File: config.mk
export PLATFORM = sky130hd
export DESIGN_NAME = round_controller
export DESIGN_NICKNAME = d
export VERILOG_FILES = /design/src/rtl/round_controller.sv
export SDC_FILE = /design/constraint.sdc
export NUM_CORES = 1
export LEC_CHECK = 0
export ABC_CLOCK_PERIOD_IN_PS = 4600
export CORE_ASPECT_RATIO = 0.6
export CORE_UTILIZATION = 55
export CTS_CLUSTER_DIAMETER = 200
export CTS_CLUSTER_SIZE = 16
export DETAILED_ROUTE_END_ITERATION = 8
export MAX_ROUTING_LAYER = met4
export PLACE_DENSITY_LB_ADDON = 0.25
export SYNTH_ARGS = -nofsm -noshare
export SYNTH_HDL_FRONTEND = slang
export SYNTH_SLANG_ARGS = --single-unit
File: constraint.sdc
create_clock -name clk -period 4.6 [get_ports clk]
set_input_delay 0.92 -clock clk [delete_from_list [all_inputs] [get_ports clk]]
set_output_delay 0.92 -clock clk [all_outputs]
set_load 0.05 [all_outputs]
File: src/rtl/round_controller.sv
// Game sequencer for the mastermind datapath: arbitrates player enters, strobes code/guess
// letter writes, starts the comparator and tracks lives, scores, rounds and role swaps.
module round_controller #(
    parameter int NUM_SLOTS   = 4,
    parameter int LIVES       = 3,
    parameter int WIN_SCORE   = 2,
    parameter int HOLD_CYCLES = 4
) (
    input  logic       clk,
    input  logic       reset,
    input  logic       enterA,
    input  logic       enterB,
    input  logic [2:0] SW,
    input  logic       cmp_valid,
    input  logic       cmp_exact,
    output logic       secret_we,
    output logic       guess_we,
    output logic [1:0] slot_idx,
    output logic [2:0] wr_data,
    output logic       cmp_start,
    output logic       maker_is_a,
    output logic [1:0] lives,
    output logic [1:0] round_count,
    output logic [1:0] scoreA,
    output logic [1:0] scoreB,
    output logic       round_done,
    output logic       game_over
);

    typedef enum logic [2:0] {
        IDLE,
        MAKER,
        BREAKER,
        COMPARE,
        HOLD,
        ROUND_END,
        FINISH
    } state_t;

    localparam logic [1:0] LAST_SLOT  = 2'(NUM_SLOTS - 1);
    localparam logic [1:0] LIVES_INIT = 2'(LIVES);
    localparam logic [1:0] WIN        = 2'(WIN_SCORE);
    localparam int         HOLD_W     = (HOLD_CYCLES > 1) ? $clog2(HOLD_CYCLES) : 1;
    localparam logic [HOLD_W-1:0] HOLD_LAST = HOLD_W'(HOLD_CYCLES - 1);

    state_t            state, state_n;
    logic [1:0]        slot_n;
    logic              secret_we_n, guess_we_n;
    logic [2:0]        wr_data_n;
    logic              maker_is_a_n;
    logic [1:0]        lives_n, round_count_n, scoreA_n, scoreB_n;
    logic              solved, solved_n;
    logic              cmp_issued, cmp_issued_n;
    logic [HOLD_W-1:0] hold_cnt, hold_cnt_n;
    logic              maker_enter, breaker_enter, last_pending;

    function automatic logic [1:0] sat_inc(input logic [1:0] v);
        return (v == 2'd3) ? v : v + 2'd1;
    endfunction

    assign cmp_start  = (state == COMPARE) && !cmp_issued;
    assign round_done = (state == ROUND_END);
    assign game_over  = (state == FINISH);

    assign maker_enter   = maker_is_a ? enterA : enterB;
    assign breaker_enter = maker_is_a ? enterB : enterA;
    // Once the final slot's strobe is out, further enters would overrun the code.
    assign last_pending  = (secret_we || guess_we) && (slot_idx == LAST_SLOT);

    always_ff @(posedge clk or negedge reset) begin
        if (!reset) begin
            state       <= IDLE;
            slot_idx    <= 2'd0;
            secret_we   <= 1'b0;
            guess_we    <= 1'b0;
            wr_data     <= 3'd0;
            maker_is_a  <= 1'b1;
            lives       <= LIVES_INIT;
            round_count <= 2'd0;
            scoreA      <= 2'd0;
            scoreB      <= 2'd0;
            solved      <= 1'b0;
            cmp_issued  <= 1'b0;
            hold_cnt    <= '0;
        end else begin
            state       <= state_n;
            slot_idx    <= slot_n;
            secret_we   <= secret_we_n;
            guess_we    <= guess_we_n;
            wr_data     <= wr_data_n;
            maker_is_a  <= maker_is_a_n;
            lives       <= lives_n;
            round_count <= round_count_n;
            scoreA      <= scoreA_n;
            scoreB      <= scoreB_n;
            solved      <= solved_n;
            cmp_issued  <= cmp_issued_n;
            hold_cnt    <= hold_cnt_n;
        end
    end

    always_comb begin
        state_n       = state;
        slot_n        = slot_idx;
        secret_we_n   = 1'b0;
        guess_we_n    = 1'b0;
        wr_data_n     = wr_data;
        maker_is_a_n  = maker_is_a;
        lives_n       = lives;
        round_count_n = round_count;
        scoreA_n      = scoreA;
        scoreB_n      = scoreB;
        solved_n      = solved;
        cmp_issued_n  = cmp_issued;
        hold_cnt_n    = hold_cnt;

        case (state)
            IDLE: begin
                if (enterA || enterB) begin
                    maker_is_a_n = enterA;
                    slot_n       = 2'd0;
                    state_n      = MAKER;
                end
            end

            MAKER: begin
                if (maker_enter && !last_pending) begin
                    secret_we_n = 1'b1;
                    wr_data_n   = SW;
                end
                if (secret_we) begin
                    if (slot_idx == LAST_SLOT) begin
                        slot_n  = 2'd0;
                        lives_n = LIVES_INIT;
                        state_n = BREAKER;
                    end else begin
                        slot_n = slot_idx + 2'd1;
                    end
                end
            end

            BREAKER: begin
                if (breaker_enter && !last_pending) begin
                    guess_we_n = 1'b1;
                    wr_data_n  = SW;
                end
                if (guess_we) begin
                    if (slot_idx == LAST_SLOT) begin
                        slot_n       = 2'd0;
                        cmp_issued_n = 1'b0;
                        state_n      = COMPARE;
                    end else begin
                        slot_n = slot_idx + 2'd1;
                    end
                end
            end

            COMPARE: begin
                cmp_issued_n = 1'b1;
                if (cmp_valid) begin
                    if (cmp_exact) begin
                        solved_n = 1'b1;
                        if (maker_is_a) scoreB_n = sat_inc(scoreB);
                        else            scoreA_n = sat_inc(scoreA);
                    end else if (lives != 2'd0) begin
                        lives_n = lives - 2'd1;
                    end
                    hold_cnt_n = '0;
                    state_n    = HOLD;
                end
            end

            HOLD: begin
                if (hold_cnt == HOLD_LAST) begin
                    if (solved || lives == 2'd0) begin
                        state_n = ROUND_END;
                    end else begin
                        slot_n  = 2'd0;
                        state_n = BREAKER;
                    end
                end else begin
                    hold_cnt_n = hold_cnt + 1'b1;
                end
            end

            ROUND_END: begin
                round_count_n = sat_inc(round_count);
                solved_n      = 1'b0;
                if (lives == 2'd0) begin
                    if (maker_is_a) scoreA_n = sat_inc(scoreA);
                    else            scoreB_n = sat_inc(scoreB);
                end
                // Decide on the updated scores so a maker's winning point ends the game now.
                if (scoreA_n == WIN || scoreB_n == WIN) begin
                    state_n = FINISH;
                end else begin
                    maker_is_a_n = !maker_is_a;
                    slot_n       = 2'd0;
                    state_n      = MAKER;
                end
            end

            FINISH: begin
                state_n = FINISH;
            end

            default: begin
                state_n = IDLE;
            end
        endcase
    end

endmodule
# Word-level counts from Yosys, hierarchy flattened
# Cells that the tools add are included.
# W data, S select, Z words.
# op_classes
addsub,6
n_eq_ne,30
mux,61
bitwise,1
reduce_logical,32
# ops
cell,n
$mux W2,28
$mux W3,11
$ne A2 B2 Y1 const B,16
$pmux W3 S7,1
$pmux W2 S2,4
$reduce_and A3 Y1,5
$eq A2 B2 Y1 const B,7
$reduce_and A7 Y1,2
$reduce_bool A2 Y1,7
$mux W1,12
$add A2 B1 Y2 const B,5
$pmux W2 S5,1
$eq A3 B3 Y1 const B,3
$reduce_and A4 Y1,2
$eq A3 B2 Y1 const B,2
$pmux W1 S2,3
$pmux W3 S2,1
$reduce_and A6 Y1,1
$reduce_bool A5 Y1,1
$logic_and A1 B1 Y1,4
$logic_or A1 B1 Y1,4
$eq A3 B1 Y1 const B,1
$logic_not A1 Y1,3
$logic_not A3 Y1,1
5 further kinds,5
# totals
ff_bits,23
in_bits,9
out_inout_bits,19
wordCells,143

# Longest topological paths before layout
# logic_depth
word_depth,9
mapped_depth,6
ltp_nobuf,6

# Worst setup path after synthesis
# No wires, ideal clock.
# synth_path
kind,register to output
from,register state[2]
to,output port game_over
t_arrival_ps,1854
required_time_ps,3680
setup_slack_ps,1826
stages_incl_launch_ff,4
path_buffers,1
cell_sequence,dfrtp_1 clkbuf_1 inv_1 nor3_1
# synth_between
elab_chain_len,1
# synth_rtl
element,line_no,text
"start, declared",46,"state_t state, state_n;"
"start signal, assigned",86,state <= state_n;
$eq A3 B3 Y1,63,assign game_over = (state == FINISH);
"end, declared",27,output logic game_over
# No other way between the ends.

# Final worst setup path
# layout_path
from,register state[1]
to,output port cmp_start
# layout_between
elab_chain_len,2
# layout_rtl
element,line_no,text
$eq A3 B2 Y1,61,assign cmp_start = (state == COMPARE) && !cmp_issued;
$logic_and A1 B1 Y1,61,
"end, declared",20,"output logic cmp_start,"
# No other way between the ends.

==> run_results.csv <==
group,metric,value,unit
global_routing,grt_pass1_vias,1028,
cts,clk_latency,0.27,ns
yosys,ys_ff_latch,23,
final_layout,nets,187,
power_and_ir_drop,clkPwrFrac,0.097,
final_layout,nFillCells,147,
yosys,synth_top_family_by_area,"compound AO/OA/AOI/OAI gates",
die,die_h,41.2,um
yosys,synth_top_cells_by_count,"dfrtp_1 (20), nor2_1 (10), o21ai_0 (9)",
cts,clk_pin_slew_worst_paths,0.08,ns
timing,finalCritPeriodShare,0.689,
power_and_ir_drop,ir_drop,0.000401,V
detailed_routing,drc,0,
timing,final_max_slew_viol_count,0,
yosys,yosysMostFrequentCell,"dfrtp_1",
yosys,ys_seq_area_frac,0.411,
yosys,syn_avg_cell_area,9.46,um2
final_layout,final_cells,203,
power_and_ir_drop,p_sw,653,uW
setup_path,crit_path_end_kind,"output pin",
cts,cts_root_buf,"clkbuf_8",
power_and_ir_drop,combPwrFrac,0.580,
yosys,synthDistinctLibCells,48,
power_and_ir_drop,intPower,643,uW
cts,cts_buffers,3,
yosys,synth_compound_area_frac,0.224,
yosys,yosysWarningCount,0,
power_and_ir_drop,p_leak,0.000705,uW
setup_path,worstPathMaxFanout,22,
global_routing,grt_max_degree,24,
setup_path,cp_slowest_cell,"clkdlybuf4s50_1",
yosys,synthAdderAreaFrac,0.0355,
yosys,syn_nets,162,
global_routing,antenna_found_initial,0,
power_and_ir_drop,switching_share,0.504,
timing,relSlewSlack,0.325,
cts,h-tree-depth,1,
yosys,muxShareOfSynthArea,0.0701,
final_layout,syn_to_final_growth,23.0,%
yosys,synth_xor_area_frac,0.00621,
setup_path,rrSetupSlack,2.35,ns
detailed_routing,drt_wl_total,3360,um
setup_path,reg2regPathDepth,6,
place,dp_hpwl,2580,um
cts,cts_sinks,23,
place,port_buffers,27,
setup_path,worst_path_largest_cell_delay,0.83,ns
timing,post-route-min-period,3.17,ns
detailed_routing,post_drt_wl_per_cell,16.5,um
timing,worst_slew_pin_slew,1.01,ns
setup_path,r2r_end,"state[0]",
setup_path,critical_path_arrival,2.25,ns
hold_path,hp-class,"reg2reg",
yosys,synth.area.top_cells,"dfrtp_1 (35%), dfstp_2 (5.6%), mux2_2 (5.6%)",
die,io_pins,28,
cts,cts_setup_buffers,0,
global_routing,overflow,0,
hold_path,hold_start,"wr_data[0]",
final_layout,antenna_cells,0,
yosys,yosysTopAreaCell,"dfrtp_1",
die,die_w,67.4,um
setup_path,path_depth,3,
yosys,synthSimpleGateAreaFrac,0.212,
die,rows,13,
setup_path,worstPathCellList,"inv_2, nor3_1, clkdlybuf4s50_1",
hold_path,hold_path_depth,1,
hold_path,hold_end,"wr_data[0]",
run_status,status,"complete, no violations",
yosys,synth_ff_type,"dfrtp_1",
power_and_ir_drop,power_frac_seq,0.322,
cts,cts-resized-gates,0,
die,dieArea,0.00278,mm2
die,start_util,0.615,
detailed_routing,drt-pass1-iter-count,4,
place,gp_congestion,0.888,
cts,cts_tree,"yes",
detailed_routing,drt-initial-drc-count,76,
detailed_routing,vias,1254,
yosys,yosysTopAreaCellShare,0.355,
setup_path,critPathTopFamily,"buffers and inverters",
cts,hold_buffers,0,
yosys,synthCells,149,
timing,fmax,0.316,GHz
setup_path,worstReg2RegStart,"lives[0]",
global_routing,grt_usage,0.280,
yosys,synth.cell_area,0.00141,mm2
final_layout,fin_util,0.756,
detailed_routing,via_per_inst,6.18,
power_and_ir_drop,p_per_area,747,mW/mm2
die,core,0.00229,mm2
setup_path,start_kind,"flip-flop",
yosys,synth_edf_count,0,
place,dp_cells,199,
yosys,async_reset_ff_frac,1.00,
global_routing,grt_pass1_wl,5180,um
flow_run,cap_violations,0,
setup_path,worst_ep_required_time,3.68,ns
timing,tns,0,ns
setup_path,crit_buf_inv,2,
cts,clockBufferDepth,2,
timing,hold_viol_final,0,
final_layout,layout-drive-gt1-share,0.104,
timing,clock_skew,0.00310,ns
detailed_routing,drtAntennaViolNets,0,
timing,final-setup-viol-count,0,
timing,rsz0062_at_grt,"no",
setup_path,path_class,"reg2out",
-- registers in the layout, indices dropped and copies added (netlist names) --
name         count
hold_cnt         2
state            3
scoreA           2
round_count      2
slot_idx         2
secret_we        1
solved           1
scoreB           2
lives            2
cmp_issued       1
wr_data          3
guess_we         1
maker_is_a       1
-- per-layer routing --
| metal | global-route usage | part of all wire | vias up |
|---|---|---|---|
| met5 | - | 0 | - |
| met4 | 0.0479 | 0.0042 | 0 |
| met3 | 0.0667 | 0.068 | 2 |
| met2 | 0.405 | 0.43 | 47 |
| met1 | 0.401 | 0.50 | 594 |
| li1 | - | - | 611 |
-- layout make-up --
class / count / area [um2] / share of cell area
multi-input cells: 111 / 772 / 0.445
flip-flops and latches: 23 / 579 / 0.334
repair buffers: 27 / 270 / 0.156
clock buffers: 4 / 45.0 / 0.0260
well taps: 30 / 37.5 / 0.0216
inverters: 8 / 30.0 / 0.0173
-- power by group through the flow --
stage               clock network, uW  logic, uW  registers (uW)
floorplan                           0        416             533
global placement                    0        735             407
detailed placement                  0        744             418
CTS                               129        748             414
global route                      134        802             436
finish                            126        752             418
-- through the flow --
step / setup slack (ns) / cell area (um2) / hold WS, ns / power, uW
finish: 1.43 / 1730 / 0.517 / 1300
global route: 1.23 / 1730 / 0.529 / 1370
CTS: 1.45 / 1730 / 0.518 / 1290
detailed placement: 1.77 / 1690 / 0.494 / 1160
floorplan: 1.83 / 1410 / 0.467 / 949
global placement: 1.75 / 1690 / 0.476 / 1140
-- worst max-delay path by stage --
stage,from,end,slack [ns]
2_1_floorplan,state[2],game_over,1.83
6_report,state[1],cmp_start,1.43
4_1_cts,state[1],cmp_start,1.45
5_1_grt,state[1],cmp_start,1.23
3_3_place_gp,state[1],cmp_start,1.75
3_5_place_dp,state[1],cmp_start,1.77
-- logic make-up (layout without fill, tap and decap cells) --
group	Yosys count	in the layout
DFF	23	23
buffers and inverters	15	39
xor gates and xnor gates	1	1
and+or+nand+nor	53	53
adders and majority gates	4	4
AOI/OAI and AO/OA	44	44
muxes	9	9
-- cell usage in the layout (no fill, tap or decap), drive strengths merged, types with 3 or more instances in the layout --
| cell | instances |
|---|---|
| a21o | 5 |
| ha | 4 |
| mux2 | 7 |
| nand2 | 7 |
| clkbuf | 4 |
| nor4 | 4 |
| dfrtp | 20 |
| nor3 | 4 |
| a21oi | 5 |
| o21ai | 9 |
| o211ai | 4 |
| a41oi | 3 |
| dfstp | 3 |
| nand3 | 7 |
| inv | 8 |
| o21a | 4 |
| a221oi | 3 |
| clkdlybuf4s50 | 27 |
| nor2 | 10 |
| nor2b | 4 |
Note: power is estimated with default switching activity, not from simulation.
